### src/rtl/radix5_pkg.sv
// Shared types and constants for the radix-5 group sequencer:
// FSM state encoding, pair beat indices and a complex sample type.
package radix5_pkg;

  typedef enum logic [2:0] {
    ST_IDLE   = 3'd0,
    ST_LOAD   = 3'd1,
    ST_ISSUE0 = 3'd2,
    ST_ISSUE1 = 3'd3,
    ST_DRAIN  = 3'd4,
    ST_DONE   = 3'd5
  } state_t;

  localparam logic PAIR_LO = 1'b0;
  localparam logic PAIR_HI = 1'b1;

  localparam int CPLX_DW = 32;

  typedef struct packed {
    logic [CPLX_DW-1:0] re;
    logic [CPLX_DW-1:0] img;
  } cplx_t;

endpackage

### src/rtl/radix5_tag_pipe.sv
// Fixed-latency shift register carrying {valid, group, pair} tags alongside
// the radix-5 datapath; the valid bit is the MSB of each tag.
module radix5_tag_pipe
#(
  parameter int DEPTH = 11,
  parameter int TW    = 3
) (
  input  logic          clk,
  input  logic          rst,
  input  logic [TW-1:0] tag_in,
  output logic [TW-1:0] tag_out,
  output logic          any_valid
);

  logic [TW-1:0] stage_r [DEPTH];

  // Tag shift register, cleared by reset so in-flight tags are discarded
  always_ff @(posedge clk) begin
    if (rst) begin
      for (int i = 0; i < DEPTH; i++) stage_r[i] <= {TW{1'b0}};
    end else begin
      stage_r[0] <= tag_in;
      for (int i = 1; i < DEPTH; i++) stage_r[i] <= stage_r[i-1];
    end
  end

  assign tag_out = stage_r[DEPTH-1];

  // Valid entries still behind the output stage; the tag currently on the
  // output is excluded so the drain can finish as the last result appears
  always_comb begin
    any_valid = 1'b0;
    for (int i = 0; i < DEPTH - 1; i++) any_valid = any_valid | stage_r[i][TW-1];
  end

endmodule

### src/rtl/radix5_group_ctrl.sv
// Radix-5 group sequencer: packs samples into 5-point groups and issues
// (x1,x4) then (x2,x3) pair beats. Optional sticky err output: RADIX5_CTRL_ERR_EN.
module radix5_group_ctrl
  import radix5_pkg::*;
#(
  parameter int DW         = 32,
  parameter int GROUPS     = 5,
  parameter int DP_LATENCY = 11,
  parameter int GW         = (GROUPS > 1) ? $clog2(GROUPS) : 1
) (
  input  logic          clk,
  input  logic          rst,
  input  logic          start,
  input  logic          in_valid,
  input  logic [DW-1:0] in_re,
  input  logic [DW-1:0] in_img,
  output logic          in_ready,
  output logic          dp_issue,
  output logic [DW-1:0] dp_d_re,
  output logic [DW-1:0] dp_d_img,
  output logic [DW-1:0] dp_e_re,
  output logic [DW-1:0] dp_e_img,
  output logic [DW-1:0] dp_x0_re,
  output logic [DW-1:0] dp_x0_img,
  output logic          dp_pair,
  output logic          res_valid,
  output logic [GW-1:0] res_group,
  output logic          res_pair,
  output logic          busy,
  output logic          done
`ifdef RADIX5_CTRL_ERR_EN
  ,
  output logic          err
`endif
);

  localparam logic [GW-1:0] LAST_GROUP = GW'(GROUPS - 1);
  localparam int            TW         = GW + 2;

  state_t          state_r, state_s;
  logic [2:0]      sample_cnt_r;
  logic [GW-1:0]   group_cnt_r;
  logic [DW-1:0]   slot_re_r  [5];
  logic [DW-1:0]   slot_img_r [5];
  logic [TW-1:0]   tag_in_s, tag_out_s;
  logic            any_valid_s;

  // State register
  always_ff @(posedge clk) begin
    if (rst) state_r <= ST_IDLE;
    else     state_r <= state_s;
  end

  // Next-state logic
  always_comb begin
    state_s = state_r;
    case (state_r)
      ST_IDLE:   if (start) state_s = ST_LOAD; else state_s = ST_IDLE;
      ST_LOAD:   if (in_valid && sample_cnt_r == 3'd4) state_s = ST_ISSUE0; else state_s = ST_LOAD;
      ST_ISSUE0: state_s = ST_ISSUE1;
      ST_ISSUE1: if (group_cnt_r == LAST_GROUP) state_s = ST_DRAIN; else state_s = ST_LOAD;
      ST_DRAIN:  if (!any_valid_s) state_s = ST_DONE; else state_s = ST_DRAIN;
      ST_DONE:   state_s = ST_IDLE;
      default:   state_s = ST_IDLE;
    endcase
  end

  // Sample bank, sample counter and group counter; bank holds during issue
  always_ff @(posedge clk) begin
    if (rst) begin
      sample_cnt_r <= 3'd0;
      group_cnt_r  <= GW'(0);
      for (int i = 0; i < 5; i++) begin
        slot_re_r[i]  <= {DW{1'b0}};
        slot_img_r[i] <= {DW{1'b0}};
      end
    end else begin
      case (state_r)
        ST_IDLE: begin
          if (start) begin
            sample_cnt_r <= 3'd0;
            group_cnt_r  <= GW'(0);
          end
        end
        ST_LOAD: begin
          if (in_valid) begin
            slot_re_r[sample_cnt_r]  <= in_re;
            slot_img_r[sample_cnt_r] <= in_img;
            sample_cnt_r <= (sample_cnt_r == 3'd4) ? 3'd0 : sample_cnt_r + 3'd1;
          end
        end
        ST_ISSUE1: begin
          if (group_cnt_r != LAST_GROUP) group_cnt_r <= group_cnt_r + GW'(1);
        end
        default: begin
        end
      endcase
    end
  end

  // Output decode from the registered state and sample bank
  always_comb begin
    in_ready = 1'b0;
    dp_issue = 1'b0;
    dp_pair  = PAIR_LO;
    dp_d_re  = {DW{1'b0}};
    dp_d_img = {DW{1'b0}};
    dp_e_re  = {DW{1'b0}};
    dp_e_img = {DW{1'b0}};
    done     = 1'b0;
    busy     = (state_r != ST_IDLE);
    case (state_r)
      ST_LOAD: in_ready = 1'b1;
      ST_ISSUE0: begin
        dp_issue = 1'b1;
        dp_pair  = PAIR_LO;
        dp_d_re  = slot_re_r[1];
        dp_d_img = slot_img_r[1];
        dp_e_re  = slot_re_r[4];
        dp_e_img = slot_img_r[4];
      end
      ST_ISSUE1: begin
        dp_issue = 1'b1;
        dp_pair  = PAIR_HI;
        dp_d_re  = slot_re_r[2];
        dp_d_img = slot_img_r[2];
        dp_e_re  = slot_re_r[3];
        dp_e_img = slot_img_r[3];
      end
      ST_DONE: done = 1'b1;
      default: begin
      end
    endcase
  end

  assign dp_x0_re  = slot_re_r[0];
  assign dp_x0_img = slot_img_r[0];

  // Idle cycles enter the pipe as all-zero tags so res_* stay 0 between results
  assign tag_in_s = dp_issue ? {1'b1, group_cnt_r, dp_pair} : {TW{1'b0}};

  radix5_tag_pipe #(
    .DEPTH (DP_LATENCY),
    .TW    (TW)
  ) u_tag_pipe (
    .clk       (clk),
    .rst       (rst),
    .tag_in    (tag_in_s),
    .tag_out   (tag_out_s),
    .any_valid (any_valid_s)
  );

  assign res_valid = tag_out_s[TW-1];
  assign res_group = tag_out_s[1 +: GW];
  assign res_pair  = tag_out_s[0];

`ifdef RADIX5_CTRL_ERR_EN
  logic err_r;

  // Sticky protocol error flag
  always_ff @(posedge clk) begin
    if (rst) begin
      err_r <= 1'b0;
    end else if ((start && state_r != ST_IDLE) ||
                 (in_valid && (state_r == ST_ISSUE0 || state_r == ST_ISSUE1 ||
                               state_r == ST_DRAIN))) begin
      err_r <= 1'b1;
    end else begin
      err_r <= err_r;
    end
  end

  assign err = err_r;
`endif

endmodule
### config.mk
export PLATFORM = sky130hd
export DESIGN_NAME = radix5_group_ctrl
export DESIGN_NICKNAME = d
export VERILOG_FILES = /design/src/rtl/radix5_pkg.sv /design/src/rtl/radix5_tag_pipe.sv /design/src/rtl/radix5_group_ctrl.sv
export SDC_FILE = /design/constraint.sdc
export NUM_CORES = 1
export LEC_CHECK = 0
export ABC_AREA = 1
export BUFFER_PORTS_ARGS = -buffer_cell sky130_fd_sc_hd__buf_4
export CAP_MARGIN = 20
export CORE_ASPECT_RATIO = 1.75
export CORE_MARGIN = 2
export CORE_UTILIZATION = 35
export DETAILED_ROUTE_END_ITERATION = 8
export GPL_TIMING_DRIVEN = 0
export HOLD_SLACK_MARGIN = 0.08
export MAX_ROUTING_LAYER = met4
export SETUP_SLACK_MARGIN = 0.2
export SLEW_MARGIN = 5
export SYNTH_ARGS = -nofsm -noshare
export SYNTH_HDL_FRONTEND = slang
export SYNTH_SLANG_ARGS = --single-unit
### constraint.sdc
create_clock -name clk -period 8.21 [get_ports clk]
set_clock_uncertainty 0.15 [all_clocks]
set_input_delay 1.642 -clock clk [delete_from_list [all_inputs] [get_ports clk]]
set_output_delay 1.642 -clock clk [all_outputs]
set_load 0.01 [all_outputs]
# == Word level (Yosys, flattened, before mapping) ==
# Memory sizes are Yosys's and may differ from the RTL's.
# Index checks and enable logic that the tools add are counted.
# word_totals
register_bits,9
ram_bits,375
input_bits,68
out_inout_bits,202
memories,3
# op_classes
addsub,2
n_eq_ne,11
n_mux,44
bitwise_logic,20
n_reduce_logical,10
# mem_list
memory,depth,width,read_ports,rd_ports_with_merged_regs,write_ports,line,source
slot_img_r,5,32,5,0,5,radix5_group_ctrl.sv:44,logic [DW-1:0] slot_img_r [5];
slot_re_r,5,32,5,0,5,radix5_group_ctrl.sv:43,logic [DW-1:0] slot_re_r [5];
u_tag_pipe.stage_r,11,5,11,0,11,radix5_tag_pipe.sv:15,logic [TW-1:0] stage_r [DEPTH];
# ops
op,n
one-hot mux 32 bit (2 select lines),4
two-way mux 32 bit,2
OR reduction 32 bit,2
two-way mux 5 bit,12
two-way mux 3 bit,7
OR 1 bit,20
two-way mux 1 bit,15
one-hot mux 3 bit (5 select lines),1
equality test 3 bit (second input constant),4
one-hot mux 3 bit (2 select lines),2
adder 3 x 1 -> 3 bit (second input constant),2
equality test 3 x 2 -> 1 bit (second input constant),2
!= test 2 bit (second input constant),3
AND reduction 3 bit,2
nonzero test 2 bit,2
equality test 3 x 1 -> 1 bit (second input constant),1
logical NOT 3 bit,1
!= test 3 bit (second input constant),1
nonzero test 3 bit,1
two-way mux 2 bit,1
OR reduction 2 bit,1
logical AND 1 bit,1

# == Depth between registers and ports, before layout ==
# An unclocked memory read counts as a cell.
# logic_depth
ltp_word,12
ltp_mapped,8
depth_no_buf,7

# == Modules after synthesis ==
# A second synthesis with hierarchy kept.
# unflattened
hier_cells,1187
area_unflattened_um2,14903.0
# modules_own_cells
module,instances,cells_each,area_per_inst_um2,seq_area_each_um2
radix5_group_ctrl,1,1002,13250.2,9789.4
radix5_tag_pipe,1,185,1652.8,1101.1

# == Worst setup path before layout ==
# No wires, ideal clock.
# synth_timing
path_kind,input to register
startpoint,input in_valid
endpoint,memory slot_img_r[0][0] (enable)
setup_ns,0.424
arrival_time_ns,3.721
required_ns,7.636
slack_ns,3.915
path_stages,6
path_buffers,2
path_cell_list,nand3_1 -> nor2_2 -> nand3_1 -> buf_2 -> buf_6 -> nand2_1
# synth_rtl
item,line,source
"start, declared",radix5_group_ctrl.sv:14,"input logic in_valid,"
"end, declared",radix5_group_ctrl.sv:44,

# == Worst setup path after layout ==
# layout_timing
startpoint,register state_r[0]
endpoint,output dp_d_re[18]
# layout_between
elab_chain_cells,2
elab_cells_between_ends,3
cone_classes,eq/ne: 2; mux: 1
# layout_lines
item,line,source
"start, declared",radix5_group_ctrl.sv:40,"state_t state_r, state_s;"
"start signal, assigned",radix5_group_ctrl.sv:51,else state_r <= state_s;
equality test 3 x 2 -> 1 bit,radix5_group_ctrl.sv:112,case (state_r)
one-hot mux 32 bit (2 select lines) (*),radix5_group_ctrl.sv:112,
"end, declared",radix5_group_ctrl.sv:19,"output logic [DW-1:0] dp_d_re,"
# Mark *: on every way between the ends. The rest lies on a longest branch, timed or not.

==> run_results.csv <==
group,metric,value,unit
status,status,"complete, no violations",
placement,place_area,17600,sq um
finish,fin_area,18800,sq um
hold_path,min_path_type,"flip-flop to flip-flop",
placement,dp_slack,4140,ps
detailed_routing,drcViolationCount,0,
power_and_ir_drop,p_seq_frac,0.538,
sta,setup_ws,3650,ps
sta,layout_min_cycle_time,4560,ps
global_route,track_usage,0.189,
critical_path,critPathKind,"flip-flop to output pin",
logic_synthesis,yosys_register_bits,384,
power_and_ir_drop,p_leak,7.96,nW
global_route,overflow,0,
cts,cts_root_buffer,"clkbuf_16",
finish,finalNetCount,1555,
global_route,antenna_found_initial,1,
global_route,use_met2,0.352,
power_and_ir_drop,comb_power_share,0.044,
critical_path,crit_cells,6,
logic_synthesis,yosysSeqAreaShare,0.739,
floorplan,die_w,159,um
flow_run,cap_violations,0,
floorplan,initial_core_util,0.354,
critical_path,worstPathCellList,"nand2_1, nor2_1, buf_2, buf_1, a22o_1, buf_4",
sta,slew_headroom,0.472,
power_and_ir_drop,switchingPower,0.866,mW
critical_path,r2r_end,"slot_re_r[0][30]$_SDFFCE_PN0P_",
cts,cts-htree-levels,2,
critical_path,end_kind,"output pin",
cts,cts_buffers,36,
sta,max_freq,0.219,GHz
power_and_ir_drop,switching_share,0.212,
global_route,grt_pass1_wl,60.9,mm
critical_path,critPathMaxFanout,10,
critical_path,r2r_start,"state_r[0]$_SDFF_PP0_",
critical_path,crit_path_start_kind,"flip-flop",
cts,clkLatencyLatePin,530,ps
global_route,grt_max_degree,40,
sta,worst_hold_slack,250,ps
logic_synthesis,ys_types,20,
logic_synthesis,yosysWarnings,0,
detailed_routing,postRouteAntennaNets,0,
detailed_routing,wirelength,41.2,mm
cts,cts_num_sinks,384,
power_and_ir_drop,internal_power,3.21,mW
global_route,grt.busiest_layer,"met2",
finish,drive_gt1_frac,0.253,
finish,area_delta_synth_final,27.5,%
global_route,grt_pass1_vias,10161,
logic_synthesis,synth_area,14700,sq um
finish,mostFrequentLayoutCell,"nor2_1",
critical_path,cp_slowest_cell,"buf_1",
sta,setup_violations,0,
floorplan,rows,99,
detailed_routing,dr.first_iter.drc_count,600,
placement,dpl.hpwl,28.7,mm
sta,hold_viol,0,
cts,cts_tree,"done",
placement,port_buffers,269,
cts,cts_hold_buffers,0,
sta,fin_tns_setup,0,ps
sta,rsz0062_at_grt,"no",
critical_path,crit_start,"state_r[0]$_SDFF_PP0_",
logic_synthesis,syn_area_per_cell,12.6,sq um
sta,slew_viol_final,0,
sta,worstMarginPinSlew,792,ps
global_route,grtUsageMet1,0.196,
cts,post_cts_buffers,0,
detailed_routing,vias_per_cell,4.80,
floorplan,die_h,276,um
floorplan,ioPinCount,270,
sta,fin_crit_sh,0.556,
finish,n_fill_cell,3960,
floorplan,design.core.area,41600,sq um
cts,cts_resized,0,
critical_path,crit_arrival,2770,ps
critical_path,cp_top_family,"buffers and inverters",
detailed_routing,drtPass1Iterations,5,
placement,finalWeightedCongestion,0.819,
cts,clk_pin_slew,60,ps
floorplan,dieArea,43900,sq um
critical_path,rr_worst_depth,9,
power_and_ir_drop,powerDensity,217,nW/um^2
finish,layoutNonFillerInstCount,2065,
logic_synthesis,synth_fp_nets,1243,
detailed_routing,via_count,9907,
finish,final_cell_mix,"402 x nor2_1, 320 x edfxtp_1, 270 x buf_4",
detailed_routing,wl_per_cell,19.9,um
critical_path,cp_slowest_stage_delay,570,ps
critical_path,path_buf_inv,3,
critical_path,r2r_slack,5280,ps
critical_path,crit_end,"dp_d_re[18]",
power_and_ir_drop,irDropWorstVdd,0.000164,V
power_and_ir_drop,p_total,4.08,mW
placement,dp.cells,2000,
logic_synthesis,synthCells,1171,
power_and_ir_drop,power.share.clock,0.418,
cts,clockBufferDepth,3,
global_route,grt_util_met3,0.0296,
finish,final_util,0.452,
critical_path,required,6420,ps
==> cell usage after synthesis <==
library cell / instances / area share
nor2_2: 2 / 0.00085
nand2_1: 26 / 0.0066
o21ai_0: 3 / 0.0010
buf_4: 1 / 0.00051
nand3_1: 13 / 0.0044
inv_2: 1 / 0.00025
a31oi_1: 1 / 0.00042
nor2_1: 402 / 0.10
edfxtp_1: 320 / 0.65
buf_6: 20 / 0.015
clkbuf_1: 15 / 0.0038
a22o_1: 128 / 0.076
dfxtp_1: 64 / 0.087
inv_1: 130 / 0.033
nor3_1: 4 / 0.0014
a21oi_1: 3 / 0.0010
ha_1: 4 / 0.0034
buf_1: 8 / 0.0020
buf_2: 25 / 0.0085
xnor2_1: 1 / 0.00059
==> cell type report <==
class	count	area, sq um	share of cell area
Clock inverter	17	173	0.00918
Sequential cell	384	10900	0.579
Antenna cell	2	5.00	0.000266
Inverter	131	492	0.0261
Tap cell	555	694	0.0369
Clock buffer	46	1020	0.0544
Timing Repair Buffer	274	2130	0.113
Buffer	69	444	0.0236
Multi-Input combinational cell	587	2960	0.157
==> state kept, by name, indices dropped and copies added, names as in the netlist <==
| signal | count |
|---|---|
| group_cnt_r | 3 |
| sample_cnt_r | 3 |
| slot_img_r | 160 |
| slot_re_r | 160 |
| state_r | 3 |
| u_tag_pipe.stage_r | 55 |
==> logic make-up (layout without fill, tap and decap cells) <==
kind of cell	Yosys count	in the layout	share of synthesized area
buf+inv	200	537	0.0635
other cells	0	2	0
fa+ha+maj	4	4	0.00339
compound gates	135	135	0.0785
xor+xnor	1	1	0.000594
flops	384	384	0.739
simple gates	447	447	0.116
==> worst min-delay path by stage <==
stage | startpoint | end | slack [ps] | depth (start not counted)
final | u_tag_pipe.stage_r[1][6]$_SDFF_PP0_ | u_tag_pipe.stage_r[2][1]$_SDFF_PP0_ | 250 | 2
after global routing | u_tag_pipe.stage_r[1][8]$_SDFF_PP0_ | u_tag_pipe.stage_r[2][3]$_SDFF_PP0_ | 260 | 2
after CTS | u_tag_pipe.stage_r[0][1]$_SDFF_PP0_ | u_tag_pipe.stage_r[0][6]$_SDFF_PP0_ | 260 | 2
after detailed placement | u_tag_pipe.stage_r[2][7]$_SDFF_PP0_ | u_tag_pipe.stage_r[3][2]$_SDFF_PP0_ | 250 | 2
after global placement | u_tag_pipe.stage_r[4][0]$_SDFF_PP0_ | u_tag_pipe.stage_r[4][5]$_SDFF_PP0_ | 240 | 2
after floorplan | u_tag_pipe.stage_r[0][0]$_SDFF_PP0_ | u_tag_pipe.stage_r[0][5]$_SDFF_PP0_ | 240 | 2
==> tightest hold or removal path: stages (launching register included) <==
cell and delay (ps):
dfxtp_1 290, inv_1 40, nor2_1 30
==> per-layer routing <==
layer,routed length [um],vias to the layer above
met5,0,-
met4,1590,0
met3,2140,80
met2,22600,329
met1,14800,4910
li1,-,4588
==> power by group through the flow <==
stage	combinational [mW]	clock (mW)	sequential [mW]
floorplan	0.0682	0	2.25
global placement	0.169	0	2.24
detailed placement	0.182	0	2.24
CTS	0.182	1.75	2.19
global route	0.195	1.81	2.20
finish	0.179	1.71	2.19
(Power assumes the default switching activity.)
